**src/rtl/prover_round_seq.sv**
```systemverilog
// Round sequencer for one sumcheck instance: launches the prover layer, captures each
// round's coefficient set on a layer_ready rising edge, emits it, then takes tau and advances.
`ifndef F_NBITS
`define F_NBITS 16
`endif

module prover_round_seq #(
   parameter int nCopyBits = 3,
   parameter int nInBits   = 3
) (
   input  logic                                                    clk,
   input  logic                                                    rstb,
   input  logic                                                    start,
   input  logic                                                    abort,
   input  logic                                                    layer_ready,
   input  logic                                                    layer_cubic,
   input  logic [((nInBits > 3 ? nInBits : 3) + 1)*`F_NBITS-1:0]   layer_coeff,
   output logic                                                    layer_en,
   output logic                                                    layer_restart,
   output logic [`F_NBITS-1:0]                                     layer_tau,
   output logic                                                    coeff_valid,
   input  logic                                                    coeff_ready,
   output logic [((nInBits > 3 ? nInBits : 3) + 1)*`F_NBITS-1:0]   coeff_out,
   output logic                                                    coeff_cubic,
   output logic                                                    coeff_last,
   output logic [$clog2(nCopyBits + 2*nInBits + 1)-1:0]            round_idx,
   input  logic                                                    tau_valid,
   input  logic [`F_NBITS-1:0]                                     tau,
   output logic                                                    tau_ready,
   output logic                                                    busy,
   output logic                                                    done,
   output logic                                                    err
);

   localparam int nRounds   = nCopyBits + 2*nInBits;
   localparam int lastCoeff = (nInBits > 3) ? nInBits : 3;
   localparam int nRndBits  = $clog2(nRounds + 1);

   typedef enum logic [2:0] {IDLE, KICK, WAIT, EMIT, TAU, ADV} state_t;

   state_t state, state_nxt;
   logic   ready_dly;
   logic   ready_rise;

   assign ready_rise    = layer_ready && !ready_dly;
   assign layer_en      = (state == KICK) || (state == ADV);
   assign layer_restart = (state == KICK);
   assign coeff_valid   = (state == EMIT);
   assign tau_ready     = (state == TAU);
   assign busy          = (state != IDLE);

   always_ff @(posedge clk or negedge rstb) begin
      if (!rstb) state <= IDLE;
      else       state <= state_nxt;
   end

   always_comb begin
      state_nxt = state;
      case (state)
         IDLE:    if (start)       state_nxt = KICK;
         KICK:                     state_nxt = WAIT;
         WAIT:    if (ready_rise)  state_nxt = EMIT;
         EMIT:    if (coeff_ready) state_nxt = coeff_last ? IDLE : TAU;
         TAU:     if (tau_valid)   state_nxt = ADV;
         ADV:                      state_nxt = WAIT;
         default:                  state_nxt = IDLE;
      endcase
      // abort outranks every handshake taken in the same cycle
      if (abort) state_nxt = IDLE;
   end

   always_ff @(posedge clk or negedge rstb) begin
      if (!rstb) begin
         ready_dly   <= 1'b1;
         layer_tau   <= '0;
         coeff_out   <= '0;
         coeff_cubic <= 1'b0;
         coeff_last  <= 1'b0;
         round_idx   <= '0;
         done        <= 1'b0;
         err         <= 1'b0;
      end else begin
         ready_dly <= layer_ready;
         done      <= !abort && (state == EMIT) && coeff_ready && coeff_last;

         if (!abort && (state == IDLE) && start) begin
            round_idx <= '0;
            err       <= 1'b0;
         end else if (ready_rise && ((state == EMIT) || (state == TAU) || (state == ADV))) begin
            // layer completed a round we were not waiting for: flag it and drop the edge
            err <= 1'b1;
         end

         if (!abort && (state == WAIT) && ready_rise) begin
            coeff_out   <= layer_coeff;
            coeff_cubic <= layer_cubic;
            coeff_last  <= (round_idx == nRndBits'(nRounds));
         end

         if (!abort && (state == TAU) && tau_valid) begin
            layer_tau <= tau;
            round_idx <= round_idx + nRndBits'(1);
         end
      end
   end

endmodule

```
**config.mk**
```make
export PLATFORM = sky130hd
export DESIGN_NAME = prover_round_seq
export DESIGN_NICKNAME = d
export VERILOG_FILES = /design/src/rtl/prover_round_seq.sv
export SDC_FILE = /design/constraint.sdc
export NUM_CORES = 1
export LEC_CHECK = 0
export ABC_AREA = 1
export BUFFER_PORTS_ARGS = -buffer_cell sky130_fd_sc_hd__buf_2
export CORE_MARGIN = 4
export CORE_UTILIZATION = 30
export CTS_CLUSTER_SIZE = 14
export DETAILED_ROUTE_END_ITERATION = 6
export PLACE_DENSITY = 0.66
export SETUP_SLACK_MARGIN = 0.4
export SYNTH_ARGS = -nofsm -noshare
export SYNTH_HDL_FRONTEND = slang
export SYNTH_SLANG_ARGS = --single-unit
```
**constraint.sdc**
```tcl
create_clock -name clk -period 2.7 [get_ports clk]
set_input_delay 0.81 -clock clk [delete_from_list [all_inputs] [get_ports clk]]
set_output_delay 0.81 -clock clk [all_outputs]
set_load 0.03 [all_outputs]
```
---- Word level (Yosys, flattened, before mapping) ----
Index checks and enable logic that the tools add are counted.
word-level totals
  memory bits (read-only) ................. 0
  memories ................................ 0
  flip-flop bits (word level) ............. 92
  bits in writable memories ............... 0
  output and inout bits ................... 93
  word-level logic and storage cells ...... 53
  input bits .............................. 88
  bits in latches ......................... 0
operators by class
  mux-type cells .......................... 11
  shift-type cells ........................ 0
  $add $sub $neg .......................... 1
  reductions and logical operators ........ 22
  bitwise operators ....................... 0
  divide/modulo/power cells ............... 0
  equality and inequality tests ........... 10
  order comparisons ....................... 0
  $mul .................................... 0
operators by type and width
  operator                                                number
  2-to-1 mux 3 bit                                        6
  case mux 3 bit (5 select lines)                         1
  logical AND 1 bit                                       11
  inequality test 3 bit (second input constant)           3
  2-to-1 mux 4 bit                                        2
  equality test 3 x 2 -> 1 bit (second input constant)    2
  equality test 3 bit (second input constant)             2
  adder 4 x 1 -> 4 bit (second input constant)            1
  equality test 4 bit (second input constant)             1
  AND reduction 4 bit                                     1
  nonzero test 2 bit                                      2
  equality test 3 x 1 -> 1 bit (second input constant)    1
  logical NOT 3 bit                                       1
  logical OR 1 bit                                        3
  inequality test 3 x 2 -> 1 bit (second input constant)  1
  nonzero test 3 bit                                      1
  logical NOT 1 bit                                       2
  2-to-1 mux 1 bit                                        2
  OR reduction 2 bit                                      1

---- Longest topological paths before layout ----
  depth in word-level cells ............... 6
  mapped depth ............................ 9

---- Least setup slack after synthesis ----
No wires, ideal clock.
  path type ............................... register to output
  start ................................... register state[0]
  end ..................................... output port tau_ready
  stages on the path, launching flop included .. 2
  slack ................................... 760 ps
  arrival time ............................ 1,130 ps
  data required time ...................... 1,890 ps
  path buffers ............................ 0
  cell sequence ........................... dfrtp_1 nor3_1
between the ends
  longest elaborated chain between the ends .. 1
RTL lines
  item                      line  RTL
  start: declaration        41    state_t state, state_nxt;
  start signal: assignment  54    else state <= state_nxt;
  equality test 3 bit       49    assign tau_ready = (state == TAU);
  end: declaration          29    output logic tau_ready,
Every way passes these cells.

---- Final worst setup path ----
  start ................................... register state[1]
  end ..................................... output port coeff_valid
between the ends
  longest elaborated chain between the ends .. 1
RTL lines
  item                          line  RTL
  equality test 3 x 2 -> 1 bit  48    assign coeff_valid = (state == EMIT);
  end: declaration              21    output logic coeff_valid,
Every way passes these cells.

==> impl_metrics.py <==
metrics = {
    "status": {
        "status": "complete, no violations",
    },
    "global_route": {
        "grt_overflow": 0,
        "grt_pass1_vias": 3274,
        "grt_pass1_wl_um": 15200,
        "grt_max_degree": 68,
        "grt_antenna_before_repair": 0,
        "track_usage": 0.131,
    },
    "drt": {
        "wl_per_cell_um": 12.3,
        "drt_iter0_markers": 124,
        "routed_wl_um": 9510,
        "dr.pass1.iters": 4,
        "via_per_inst": 4.25,
        "antenna_left": 0,
        "num_vias": 3276,
        "drcViolationCount": 0,
    },
    "synthesis": {
        "syn_area_um2": 3700,
        "synth-seq-cells": 92,
        "yosysTopAreaCell": "dfrtp_1",
        "synth_area_per_cell_um2": 8.82,
        "synth_fp_nets": 510,
        "synthCells": 420,
        "seq_area_frac_synth": 0.622,
        "yosysUniqueCellTypes": 22,
        "synth.area.top_cells": "dfrtp_1 62%, nand2_1 26%, buf_6 2.7%",
        "yosysWarnings": 0,
        "synth_top_area_frac": 0.615,
    },
    "setup_path": {
        "r2r_cells": 7,
        "slowest_delay_ps": 460,
        "path_cells": "nand2_1 > nor2_1 > buf_2",
        "worstReg2RegEnd": "coeff_out[27]$_DFFE_PN0P_",
        "crit_start": "state[1]$_DFFE_PN0P_",
        "r2r_slack_ps": 840,
        "r2r_start": "state[1]$_DFFE_PN0P_",
        "crit_fanout": 6,
        "path_class": "register to primary output",
        "crit_path_start_kind": "register",
        "critPathTopFamily": "flip-flops",
        "worst-path-buf-inv": 1,
        "cp-end-kind": "primary output",
        "critical_path_arrival_ps": 1360,
        "crit_required_ps": 1890,
        "cp_slowest_cell": "dfrtp_1",
    },
    "layout": {
        "nFillCells": 1213,
        "seq_area_um2": 2300,
        "final_layout_size_suffix_gt1_frac": 0.349,
        "fin_area_um2": 5010,
        "multi_input_area_um2": 1200,
        "fin_nets": 687,
        "final_cell_mix": "254 x nand2_1, 179 x buf_2, 91 x dfrtp_1",
        "syn2layout_area_growth_pct": 35.3,
        "final_common_cell": "nand2_1",
        "diodes": 0,
    },
    "timing": {
        "maxSlewViolCount": 0,
        "hold_violations": 0,
        "period_share": 0.805,
        "final.setup.worst_slack_ps": 525,
        "setup_tns_ps": 0,
        "rsz0062_at_grt": "no",
        "skew_ps": 5.31,
        "min_period_ps": 2170,
        "worst_slew_pin_slew_ps": 1060,
        "fmax_mhz": 460,
        "finalSetupViolCount": 0,
        "slew_headroom": 0.293,
    },
    "cts": {
        "numCtsBuffers": 9,
        "cts_resized": 0,
        "clock_latency_ps": 340,
        "clock_sinks": 92,
        "htreeDepth": 3,
        "cts_buffer_depth": 2,
        "post_cts.repair.setup_buffers": 0,
        "ctsRootBufferMaster": "clkbuf_16",
        "holdBufCountCts": 0,
        "tritoncts": "yes",
        "clkSlewWorstSetupHoldPaths_ps": 60,
    },
    "pwr": {
        "leakage_nw": 3.04,
        "ir_worst_vdd_mv": 0.339,
        "power_frac_seq": 0.384,
        "switching_power_mw": 2.33,
        "swShare": 0.422,
        "pwr-share-clk": 0.230,
        "cellPowerDensity_nw_per_um2": 1100,
        "p_int_mw": 3.19,
        "power_frac_comb": 0.387,
    },
    "place": {
        "hpwl_um": 6910,
        "io_buffers": 180,
        "routabilityCongestion": 0.801,
        "placed_cell_area_um2": 4710,
        "pre_cts_ws_ps": 400,
    },
    "run": {
        "maxCapViolCount": 0,
    },
    "die": {
        "start_util": 0.307,
        "dieArea_um2": 14200,
        "core-area_um2": 12100,
        "die_h_um": 119,
        "die_x_um": 119,
        "io_pins": 181,
        "num_rows": 40,
    },
    "hold_path": {
        "hold_class": "primary input to async pin",
    },
}
## area by class of cell
type / instances / area share
timing repair buffer: 183 / 0.187
clock inverter: 5 / 0.00999
multi-input combinational: 297 / 0.240
clock buffer: 11 / 0.0504
inverter: 14 / 0.0105
sequential: 92 / 0.460
tap: 168 / 0.0419
## cells in the mapped netlist, drive strengths merged
cell	instances
nand2	255
dfrtp	91
buf	16
inv	14
nor2	12
nand3	11
o21ai	10
nor3	3
ha	2
clkbuf	1
dfstp	1
nand4	1
o21bai	1
xnor2	1
xor2	1
## state kept, by name, summed over array words and instances, names as in the netlist
name / count
ready_dly: 1
err: 1
done: 1
coeff_out: 64
layer_tau: 16
coeff_cubic: 1
round_idx: 4
coeff_last: 1
state: 3
## power groups by stage
stage | combinational [mW] | clock [mW] | sequential [mW]
floorplan | 0.519 | 0 | 3.04
global placement | 2.12 | 0 | 2.12
detailed placement | 2.17 | 0 | 2.14
CTS | 2.17 | 1.31 | 2.12
global route | 2.31 | 1.37 | 2.18
finish | 2.13 | 1.27 | 2.12
## worst max path at each step
stage                                           end  slack (ps)  cells past startpoint
after global routing                    coeff_valid         430                      3
after CTS                               coeff_valid         530                      3
after floorplan                           tau_ready         760                      1
after detailed placement  coeff_out[27]$_DFFE_PN0P_         400                      7
final                                   coeff_valid         530                      3
after global placement       coeff_last$_DFFE_PN0P_         470                      7
## worst reg2reg max path: stages, from the launching register on
cell	delay, ps
dfrtp_1	450
inv_2	120
nor2_2	40
nand2_1	110
nor2_4	40
inv_2	750
nand2_1	160
nand2_1	110
## cell families (layout without fill, tap and decap cells)
group           Yosys count  in the layout  share of synthesized area
xor+xnor                  2              2                    0.00473
buf+inv                  31            213                     0.0527
simple gates            282            282                      0.298
compound gates           11             11                     0.0155
flops                    92             92                      0.622
fa+ha+maj                 2              2                    0.00676
## stage by stage
step           hold slack (ps)   util  instances  total power [mW]
2_1_floorplan              514      -        420              3.55
3_3_place_gp               448  0.390        754              4.25
3_5_place_dp               455  0.390        754              4.30
4_1_cts                    287  0.415        770              5.59
5_1_grt                    288  0.415        770              5.86
6_report                   303  0.415        770              5.52
## routing by layer
layer / GRT usage / vias up / part of all wire
met1: 0.150 / 1517 / 0.41
met3: 0.0518 / 14 / 0.090
met2: 0.223 / 117 / 0.49
li1: - / 1628 / -
met5: 0 / - / 0
met4: 0.0456 / 0 / 0.014
Note: power is estimated with default switching activity, not from simulation.
